--- config.mk ---
export PLATFORM = sky130hd
export DESIGN_NAME = multicycle_controller
export DESIGN_NICKNAME = d
export VERILOG_FILES = /design/src/rtl/multicycle_controller.sv
export SDC_FILE = /design/constraint.sdc
export NUM_CORES = 1
export LEC_CHECK = 0
export CELL_PAD_IN_SITES_DETAIL_PLACEMENT = 1
export CELL_PAD_IN_SITES_GLOBAL_PLACEMENT = 1
export CORE_MARGIN = 4
export CORE_UTILIZATION = 39
export CTS_BUF_LIST = sky130_fd_sc_hd__clkbuf_4
export DETAILED_ROUTE_END_ITERATION = 10
export DONT_BUFFER_PORTS = 1
export PLACE_DENSITY = 0.76
export SETUP_SLACK_MARGIN = 0.4
export SLEW_MARGIN = 25
export SYNTH_ARGS = -nofsm -noshare
export SYNTH_HDL_FRONTEND = slang
export SYNTH_SLANG_ARGS = --single-unit
--- constraint.sdc ---
create_clock -name clk -period 1.8 [get_ports clk]
set_input_delay 0 -clock clk [delete_from_list [all_inputs] [get_ports clk]]
set_output_delay 0 -clock clk [all_outputs]
set_load 0.05 [all_outputs]
--- src/rtl/multicycle_controller.sv ---
// multicycle_controller
//   Main control FSM for a multi-cycle MIPS datapath. Walks one instruction
//   through fetch / decode / execute / memory / writeback (3 to 5 steps)
//   and drives the datapath mux selects, write enables and the 2-bit ALUop.
//   Memory accesses wait on mem_ready and are aborted after MEM_TIMEOUT
//   wait cycles (MEM_TIMEOUT = 0 waits forever).
//
//   State table:
//     state  | code | meaning
//     IF     |  0   | fetch instruction, PC <= PC + 4 when memory is ready
//     ID     |  1   | decode, branch target into ALUOut
//     MEMADR |  2   | lw/sw address computation
//     MEMRD  |  3   | data memory read (waits on mem_ready)
//     MEMWB  |  4   | MDR written to rt
//     MEMWR  |  5   | data memory write (waits on mem_ready)
//     EX_R   |  6   | R-type ALU operation
//     WB_R   |  7   | ALUOut written to rd
//     BR     |  8   | beq compare, PC <= ALUOut when zero
//     JMP    |  9   | PC <= jump target
//     EX_I   | 10   | addi/slti ALU operation
//     WB_I   | 11   | ALUOut written to rt
//
// Ports:
//   clk, rst         clock, synchronous active-high reset
//   opcode           IR[31:26]
//   zero             ALU zero flag
//   mem_ready        memory completed the current access this cycle
//   pc_en .. pc_src  datapath controls
//   illegal_op       one-cycle pulse on an unsupported opcode (in ID)
//   mem_err          one-cycle pulse on a memory wait timeout
//   state            current state code, for debug
module multicycle_controller #(
  parameter int MEM_TIMEOUT = 255,
  parameter int CNT_W       = 8
) (
  input  logic       clk,
  input  logic       rst,
  input  logic [5:0] opcode,
  input  logic       zero,
  input  logic       mem_ready,
  output logic       pc_en,
  output logic       i_or_d,
  output logic       mem_read,
  output logic       mem_write,
  output logic       ir_write,
  output logic       reg_dst,
  output logic       mem_to_reg,
  output logic       reg_write,
  output logic       alu_src_a,
  output logic [1:0] alu_src_b,
  output logic [1:0] alu_op,
  output logic [1:0] pc_src,
  output logic       illegal_op,
  output logic       mem_err,
  output logic [3:0] state
);

  typedef enum logic [3:0] {
    S_IF     = 4'd0,
    S_ID     = 4'd1,
    S_MEMADR = 4'd2,
    S_MEMRD  = 4'd3,
    S_MEMWB  = 4'd4,
    S_MEMWR  = 4'd5,
    S_EX_R   = 4'd6,
    S_WB_R   = 4'd7,
    S_BR     = 4'd8,
    S_JMP    = 4'd9,
    S_EX_I   = 4'd10,
    S_WB_I   = 4'd11
  } state_t;

  localparam logic [5:0] OP_RTYPE = 6'b000000;
  localparam logic [5:0] OP_LW    = 6'b100011;
  localparam logic [5:0] OP_SW    = 6'b101011;
  localparam logic [5:0] OP_BEQ   = 6'b000100;
  localparam logic [5:0] OP_J     = 6'b000010;
  localparam logic [5:0] OP_ADDI  = 6'b001000;
  localparam logic [5:0] OP_SLTI  = 6'b001010;

  localparam logic [CNT_W-1:0] L_TIMEOUT = CNT_W'(MEM_TIMEOUT);
  localparam bit               L_TO_EN   = (MEM_TIMEOUT != 0);

  state_t           r_state;
  state_t           w_next;
  logic [CNT_W-1:0] r_wait_cnt;
  logic             w_waiting;
  logic             w_timeout;
  logic             w_illegal;

  assign w_waiting = ((r_state == S_IF) || (r_state == S_MEMRD) || (r_state == S_MEMWR))
                     && !mem_ready;
  assign w_timeout = L_TO_EN && w_waiting && (r_wait_cnt == L_TIMEOUT);

  always_comb begin
    w_next    = r_state;
    w_illegal = 1'b0;
    case (r_state)
      S_IF:     if (mem_ready) w_next = S_ID;
                else if (w_timeout) w_next = S_IF;
      S_ID: begin
        case (opcode)
          OP_RTYPE:       w_next = S_EX_R;
          OP_LW, OP_SW:   w_next = S_MEMADR;
          OP_BEQ:         w_next = S_BR;
          OP_J:           w_next = S_JMP;
          OP_ADDI,
          OP_SLTI:        w_next = S_EX_I;
          default: begin
            w_next    = S_IF;
            w_illegal = 1'b1;
          end
        endcase
      end
      // MEMADR is only reached for lw or sw, so anything but lw is a store.
      S_MEMADR: w_next = (opcode == OP_LW) ? S_MEMRD : S_MEMWR;
      S_MEMRD:  if (mem_ready) w_next = S_MEMWB;
                else if (w_timeout) w_next = S_IF;
      S_MEMWB:  w_next = S_IF;
      S_MEMWR:  if (mem_ready || w_timeout) w_next = S_IF;
      S_EX_R:   w_next = S_WB_R;
      S_WB_R:   w_next = S_IF;
      S_BR:     w_next = S_IF;
      S_JMP:    w_next = S_IF;
      S_EX_I:   w_next = S_WB_I;
      S_WB_I:   w_next = S_IF;
      default:  w_next = S_IF;
    endcase
  end

  // A timeout in IF keeps the state at IF, so the counter is cleared
  // explicitly to start the retried fetch from zero.
  always_ff @(posedge clk) begin
    if (rst) begin
      r_state    <= S_IF;
      r_wait_cnt <= '0;
    end else begin
      r_state <= w_next;
      if ((w_next != r_state) || w_timeout)
        r_wait_cnt <= '0;
      else if (w_waiting && (r_wait_cnt != '1))
        r_wait_cnt <= r_wait_cnt + 1'b1;
    end
  end

  // Outputs decode the current state; reset forces every control low.
  always_comb begin
    pc_en      = 1'b0;
    i_or_d     = 1'b0;
    mem_read   = 1'b0;
    mem_write  = 1'b0;
    ir_write   = 1'b0;
    reg_dst    = 1'b0;
    mem_to_reg = 1'b0;
    reg_write  = 1'b0;
    alu_src_a  = 1'b0;
    alu_src_b  = 2'b00;
    alu_op     = 2'b00;
    pc_src     = 2'b00;
    illegal_op = 1'b0;
    mem_err    = 1'b0;
    state      = 4'd0;
    if (!rst) begin
      state   = r_state;
      mem_err = w_timeout;
      case (r_state)
        S_IF: begin
          mem_read  = 1'b1;
          alu_src_b = 2'b01;
          ir_write  = mem_ready;
          pc_en     = mem_ready;
        end
        S_ID: begin
          alu_src_b  = 2'b11;
          illegal_op = w_illegal;
        end
        S_MEMADR: begin
          alu_src_a = 1'b1;
          alu_src_b = 2'b10;
        end
        S_MEMRD: begin
          mem_read = 1'b1;
          i_or_d   = 1'b1;
        end
        S_MEMWB: begin
          reg_write  = 1'b1;
          mem_to_reg = 1'b1;
        end
        S_MEMWR: begin
          mem_write = 1'b1;
          i_or_d    = 1'b1;
        end
        S_EX_R: begin
          alu_src_a = 1'b1;
          alu_op    = 2'b10;
        end
        S_WB_R: begin
          reg_write = 1'b1;
          reg_dst   = 1'b1;
        end
        S_BR: begin
          alu_src_a = 1'b1;
          alu_op    = 2'b01;
          pc_src    = 2'b01;
          pc_en     = zero;
        end
        S_JMP: begin
          pc_src = 2'b10;
          pc_en  = 1'b1;
        end
        S_EX_I: begin
          alu_src_a = 1'b1;
          alu_src_b = 2'b10;
          alu_op    = (opcode == OP_SLTI) ? 2'b11 : 2'b00;
        end
        S_WB_I: begin
          reg_write = 1'b1;
        end
        default: ;
      endcase
    end
  end

endmodule

==> impl_metrics.yaml, run 1 <==
run_status:
  stop_error: "[ERROR DPL-0033] detailed placement checks failed during check placement."
  stop_stage: "4_1_cts"
  status: "aborted with a tool error"
synth:
  syn_nets: 162
  synthArstFlopShare: 0
  synth_ff_type: "dfxtp_1"
  yosys_warnings: 0
  postSynthCellCount: 151
  yosysUniqueCellTypes: 50
  synth_edf_count: 0
  yosys_register_bits: 12
  ys_seq_area_frac: 0.199
  syn-cell-area_mm2: 0.00120
  avgSynthCellArea_um2: 7.98
clock_network:
  clockRootBuffer: "clkbuf_4"
  cts_resized: 76
  cts_max_level: 1
  cts_setup_buffers: 21
  cts_buffer_depth: 2
  numCtsBuffers: 3
  clock-sinks: 12
  cts_hold_buf: 3
die:
  dieHeight_um: 63.6
  start_util: 0.422
  row_count: 19
  ios: 31
  die_w_um: 63.6
placed_design:
  dp_hpwl_mm: 3.93
  placed_cell_area_mm2: 0.00190
  numPortBuffers: 0
  gp_congestion: 0.831
[kinds of logic after synthesis]
logic type / share of synthesized area
buffers and inverters: 0.0716
xor gates and xnor gates: 0.0654
AOI/OAI and AO/OA: 0.219
DFF: 0.199
muxes: 0.00831
adders and majority gates: 0.0104
and+or+nand+nor: 0.426
[per-stage QoR]
| stage | hold WS, ps | cells | util | setup slack [ps] |
|---|---|---|---|---|
| 2_1_floorplan | 184 | 151 | - | -38.4 |
| 3_3_place_gp | 67.9 | 220 | 0.667 | 11.4 |
| 3_5_place_dp | 71.0 | 220 | 0.667 | -237 |
[cells in the mapped netlist, drive strengths merged, types with 2 or more instances]
cell type / number / area (µm²)
nor3: 16 / 80.1
nor2: 14 / 52.6
dfxtp: 12 / 240
nand3: 9 / 45.0
nor4: 9 / 62.6
clkbuf: 8 / 60.1
nand2: 7 / 33.8
xor2: 7 / 61.3
nand2b: 6 / 40.0
a21oi: 5 / 25.0
and3: 5 / 37.5
a2111oi: 4 / 72.6
a211oi: 4 / 30.0
nand4: 4 / 25.0
o21a: 4 / 31.3
o21ai: 4 / 20.0
and4: 3 / 28.8
inv: 3 / 11.3
nor2b: 3 / 18.8
nor4b: 3 / 32.5
buf: 2 / 15.0
xnor2: 2 / 17.5
==> run 2, diff against run 1 <==
==> config.mk (replaced) <==
export PLATFORM = sky130hd
export DESIGN_NAME = multicycle_controller
export DESIGN_NICKNAME = d
export VERILOG_FILES = /design/src/rtl/multicycle_controller.sv
export SDC_FILE = /design/constraint.sdc
export NUM_CORES = 1
export LEC_CHECK = 0
export CORE_MARGIN = 4
export CORE_UTILIZATION = 24
export DETAILED_ROUTE_END_ITERATION = 10
export DONT_BUFFER_PORTS = 1
export PLACE_DENSITY_LB_ADDON = 0.15
export SLEW_MARGIN = 25
export SYNTH_ARGS = -nofsm -noshare
export SYNTH_HDL_FRONTEND = slang
export SYNTH_SLANG_ARGS = --single-unit
==> constraint.sdc (replaced) <==
create_clock -name clk -period 2.35 [get_ports clk]
set_input_delay 0 -clock clk [delete_from_list [all_inputs] [get_ports clk]]
set_output_delay 0 -clock clk [all_outputs]
set_load 0.05 [all_outputs]
==> impl_metrics.yaml, run 2 <==
timing:
  hold_ws_ps: 27.9
  period_share: 0.915
  hold_violations: 0
  worst_pin_slew_ps: 629
  slew_violations: 0
  fmax_ghz: 0.465
  skew_ps: 0.860
  max-slew-margin-rel: 0.577
  rsz0062_at_grt: "no"
  period_needed_ps: 2150
  finalSetupViolations: 0
  worst_slack_ps: 200
die:
  ios: 31
  row_count: 25
  start_util: 0.252
  die_area_mm2: 0.00622
  core-area_mm2: 0.00479
  die_w_um: 78.9
  dieHeight_um: 78.9
critical_path:
  cp-start-kind: "flop"
  cp-end-kind: "primary output"
  critPathLaunch: "r_state[0]"
  rr_worst_depth: 6
  cp_max_fo: 14
  path_class: "reg2out"
  max_stage_delay_ps: 650
  crit_required_ps: 2350
  crit_slowest_cell: "dfxtp_1"
  path_cells: "nor4b_2, a22o_1, nand3_1, nor2_1, buf_4"
  cp.arrival_ps: 2150
  r2r_start: "r_wait_cnt[0]"
synth:
  avgSynthCellArea_um2: 7.98
  yosysUniqueCellTypes: 50
  syn-cell-area_mm2: 0.00120
  synthTopCellsByCount: "16 x nor3_1, 14 x nor2_1, 12 x dfxtp_1"
  synth_ff_type: "dfxtp_1"
  syn_nets: 162
  ys_seq_area_frac: 0.199
  postSynthCellCount: 151
  yosys_warnings: 0
  ys_top_cells_by_area: "dfxtp_1 20%, nor3_1 6.6%, xor2_1 5.1%"
  synth_area_leader_cell: "dfxtp_1"
  yosys_register_bits: 12
  synth_most_common_cell: "nor3_1"
  synth.top_cell.area_share: 0.199
  synthArstFlopShare: 0
  synth_edf_count: 0
grt:
  antenna_found_initial: 0
  grt-ovfl-total: 0
  grt_max_degree: 19
  grt_pass1_vias: 1202
  grt_pass1_wl_mm: 5.75
  grt_usage: 0.112
clock_network:
  cts_buffer_depth: 2
  cts_tree: "done"
  cts_max_level: 1
  cts_setup_buffers: 0
  numCtsBuffers: 3
  clockRootBuffer: "clkbuf_8"
  clock-sinks: 12
  clk_latency_ps: 240
  clkTransAtPathRegs_ps: 50
placed_design:
  gp_congestion: 0.822
  numPortBuffers: 0
  dp_hpwl_mm: 2.62
  post-place-ws_ps: 149
route:
  wl_mm: 3.44
  drtIter0Drc: 67
  vias_per_cell: 5.21
  wl_per_cell_um: 14.2
  drcViolationCount: 0
  drt-pass1-iter-count: 4
  vias: 1261
  detail-route-antenna-nets: 0
run_status:
  status: "finished clean"
cells_and_area:
  final_common_cell: "buf_4"
  diodes: 0
  layout-drive-gt1-share: 0.291
  nets: 187
  syn2layout_area_growth_pct: 29.5
  reg_top3: "r_wait_cnt: 8 flops, r_state: 4 flops"
  largest_register: "r_wait_cnt"
  final_cell_mix: "26 x buf_4, 16 x nor3_1, 14 x nor2_1"
  final_util: 0.326
  largest_register_ffs: 8
hold_path:
  whs_path_depth: 3
  hold_path.class: "in2reg"
  hp-start: "mem_ready"
job:
  maxCapViolCount: 0
power_and_ir_drop:
  total_power_uw: 584
  ir_drop_v: 0.000183
  p_per_area_mw_per_mm2: 374
  p_leak_uw: 0.000541
==> run 2: cell counts after synthesis <==
No cell type changed its count.
==> run 2: final cells by class <==
| class | instances | area, µm² |
|---|---|---|
| timing repair buffer | 30 | 235 |
| clock buffer | 4 | 55.1 |
| tap | 67 | 83.8 |
| inverter | 3 | 11.3 |
| sequential | 12 | 240 |
| fill | 508 | 3230 |
| multi-input combinational | 126 | 935 |
==> run 2: where the power goes <==
group | internal, µW | switching [µW]
combinational | 52.1 | 91.7
clock | 148 | 74.8
sequential | 207 | 10.4
total | 407 | 177
==> run 2: worst paths after layout <==
check | endpoint | slack [ps]
hold / removal | r_state[0] | 30
setup reg to reg | r_wait_cnt[6] | 210
hold reg to reg | r_wait_cnt[6] | 570
setup / recovery | mem_err | 200
==> run 2: cells by family after synthesis <==
| logic type | Yosys count | synth area share |
|---|---|---|
| buffers and inverters | 13 | 0.0716 |
| AO/OA/AOI/OAI | 29 | 0.219 |
| AND/OR/NAND/NOR | 86 | 0.426 |
| XOR/XNOR | 9 | 0.0654 |
| adder cells (fa/ha/maj) | 1 | 0.0104 |
| flip-flops | 12 | 0.199 |
| multiplexers | 1 | 0.00831 |
==> run 2: stage by stage <==
step	cells	cell area, µm²	setup TNS [ps]
5_1_grt	242	1560	0
4_1_cts	242	1550	0
3_5_place_dp	234	1460	0
3_3_place_gp	234	1460	0
6_report	242	1560	0
2_1_floorplan	151	1220	-40.7
==> run 2: worst max-delay path: cells and delay by family (launching register included) <==
| family | cells | cell delay [ps] |
|---|---|---|
| flops | 1 | 650 |
| simple gates | 3 | 700 |
| compound gates | 1 | 330 |
| buf+inv | 1 | 220 |
==> run 2: per-layer routing <==
layer  wire length [µm]  track usage  up-vias
li1                   -            -      635
met1               1510        0.138      599
met2               1750        0.189       23
met3                147       0.0317        4
met4                 40       0.0326        0
met5                  0            0        -
==> run 2: timing repair <==
| item | CTS | global route |
|---|---|---|
| endpoints found under the hold margin | 4 | 0 |
| resized for setup | 0 | 1 |
| hold buffers | 4 | 0 |
| setup endpoints to repair | 0 | 2 |
No activity file was read; power rests on OpenSTA's default activity.
==> run 3, diff against run 2 <==
==> constraint.sdc (replaced) <==
create_clock -name clk -period 2.09 [get_ports clk]
set_input_delay 0.209 -clock clk [delete_from_list [all_inputs] [get_ports clk]]
set_output_delay 0.209 -clock clk [all_outputs]
set_load 0.05 [all_outputs]
==> impl_metrics.yaml, run 3 (synthesis gave the netlist of run 2 again) <==
placed_design:
  placed_cell_area_mm2: 0.00159
  dp_hpwl_mm: 2.75
  numPortBuffers: 0
  post-place-ws_ps: 33.7
  gp_congestion: 0.860
clock_network:
  cts_max_level: 1
  numCtsBuffers: 3
  clk_latency_ps: 240
  cts_hold_buf: 0
  cts_tree: "done"
  cts_buffer_depth: 2
  clock-sinks: 12
  clkTransAtPathRegs_ps: 60
  clockRootBuffer: "clkbuf_8"
power_and_ir_drop:
  p_leak_uw: 0.000613
  ir_drop_v: 0.000176
  p_per_area_mw_per_mm2: 402
grt:
  grt_max_degree: 22
  antenna_found_initial: 0
  grt_pass1_wl_mm: 6.38
  grt_usage: 0.124
  grt_pass1_vias: 1343
  grt-ovfl-total: 0
route:
  drtIter0Drc: 54
  vias: 1308
  vias_per_cell: 5.15
  drt-pass1-iter-count: 4
  wl_mm: 3.56
  detail-route-antenna-nets: 0
  wl_per_cell_um: 14.0
  drcViolationCount: 0
die:
  dieHeight_um: 78.9
  ios: 31
  core-area_mm2: 0.00479
  die_area_mm2: 0.00622
  row_count: 25
  start_util: 0.252
  die_w_um: 78.9
critical_path:
  cp-end-kind: "primary output"
  path_cells: "buf_4, nor4b_2, a22o_1, nand3_1, nor2_2, buf_6"
  path_delay_family: "simple AND/OR/NAND/NOR gates"
  max_stage_delay_ps: 380
  cp-start-kind: "flop"
  crit_required_ps: 1880
  crit_slowest_cell: "dfxtp_2"
  cp_max_fo: 11
  cp.arrival_ps: 1760
  crit_buf_inv: 2
  path_class: "reg2out"
cells_and_area:
  final_cell_mix: "40 x buf_4, 13 x nor2_1, 13 x nor3_1"
  final_common_cell: "buf_4"
  largest_register_ffs: 8
  largest_register: "r_wait_cnt"
  nets: 199
  diodes: 0
  layout-drive-gt1-share: 0.396
  final_area_mm2: 0.00169
  reg_top3: "r_wait_cnt: 8 flops, r_state: 4 flops"
  syn2layout_area_growth_pct: 39.9
timing:
  max-slew-margin-rel: 0.622
  period_share: 0.942
  worst_pin_slew_ps: 562
  fmax_ghz: 0.508
  slew_violations: 0
  rsz0062_at_grt: "no"
  period_needed_ps: 1970
  hold_violations: 0
  worst_slack_ps: 121
  skew_ps: 3.49
  finalSetupViolations: 0
hold_path:
  hold_path.class: "in2reg"
run_status:
  status: "finished clean"
job:
  maxCapViolCount: 0
run 3: changes by cell type in the layout (fill, tap and decap cells not counted), sizes merged:
cell         before  now
buf              26   42
dlygate4sd3       4    0
run 3: cell type report:
cell class | instances | area, µm²
fillers | 509 | 3100
multi-input cells | 126 | 960
repair buffers | 42 | 332
flip-flops and latches | 12 | 244
well taps | 67 | 83.8
clock buffers | 4 | 55.1
inverters | 3 | 11.3
run 3: power breakdown:
group          leakage [µW]  total, µW  internal, µW  switching [µW]
clock             0.0000288        254           166            87.7
sequential        0.0000983        241           233            8.02
combinational      0.000486        182          71.8             110
run 3: worst paths after layout:
path                      start            end  slack, ps  cells past startpoint
setup reg to reg  r_wait_cnt[0]  r_wait_cnt[6]        150                      6
setup / recovery     r_state[2]        mem_err        120                      6
hold reg to reg   r_wait_cnt[6]  r_wait_cnt[6]        560                      2
hold / removal              rst     r_state[0]         30                      1
run 3: per-stage QoR:
step	hold slack, ps	std cells	power, µW	setup TNS [ps]	utilization
floorplan	402	151	376	-614	-
global placement	284	248	422	0	0.333
detailed placement	283	248	421	0	0.333
CTS	28.5	253	681	0	0.346
global route	19.5	254	711	0	0.352
finish	27.0	254	677	0	0.352
run 3: layer usage:
layer | track usage | part of all wire
met5 | 0 | 0
met4 | 0.0361 | 0.0081
met3 | 0.0204 | 0.044
met2 | 0.211 | 0.49
met1 | 0.161 | 0.45
run 3: what timing repair did:
action                     in CTS  in global routing
pin swaps                       1                  4
resized for setup               0                  7
setup endpoints to repair       1                 12
buffers inserted                1                  1
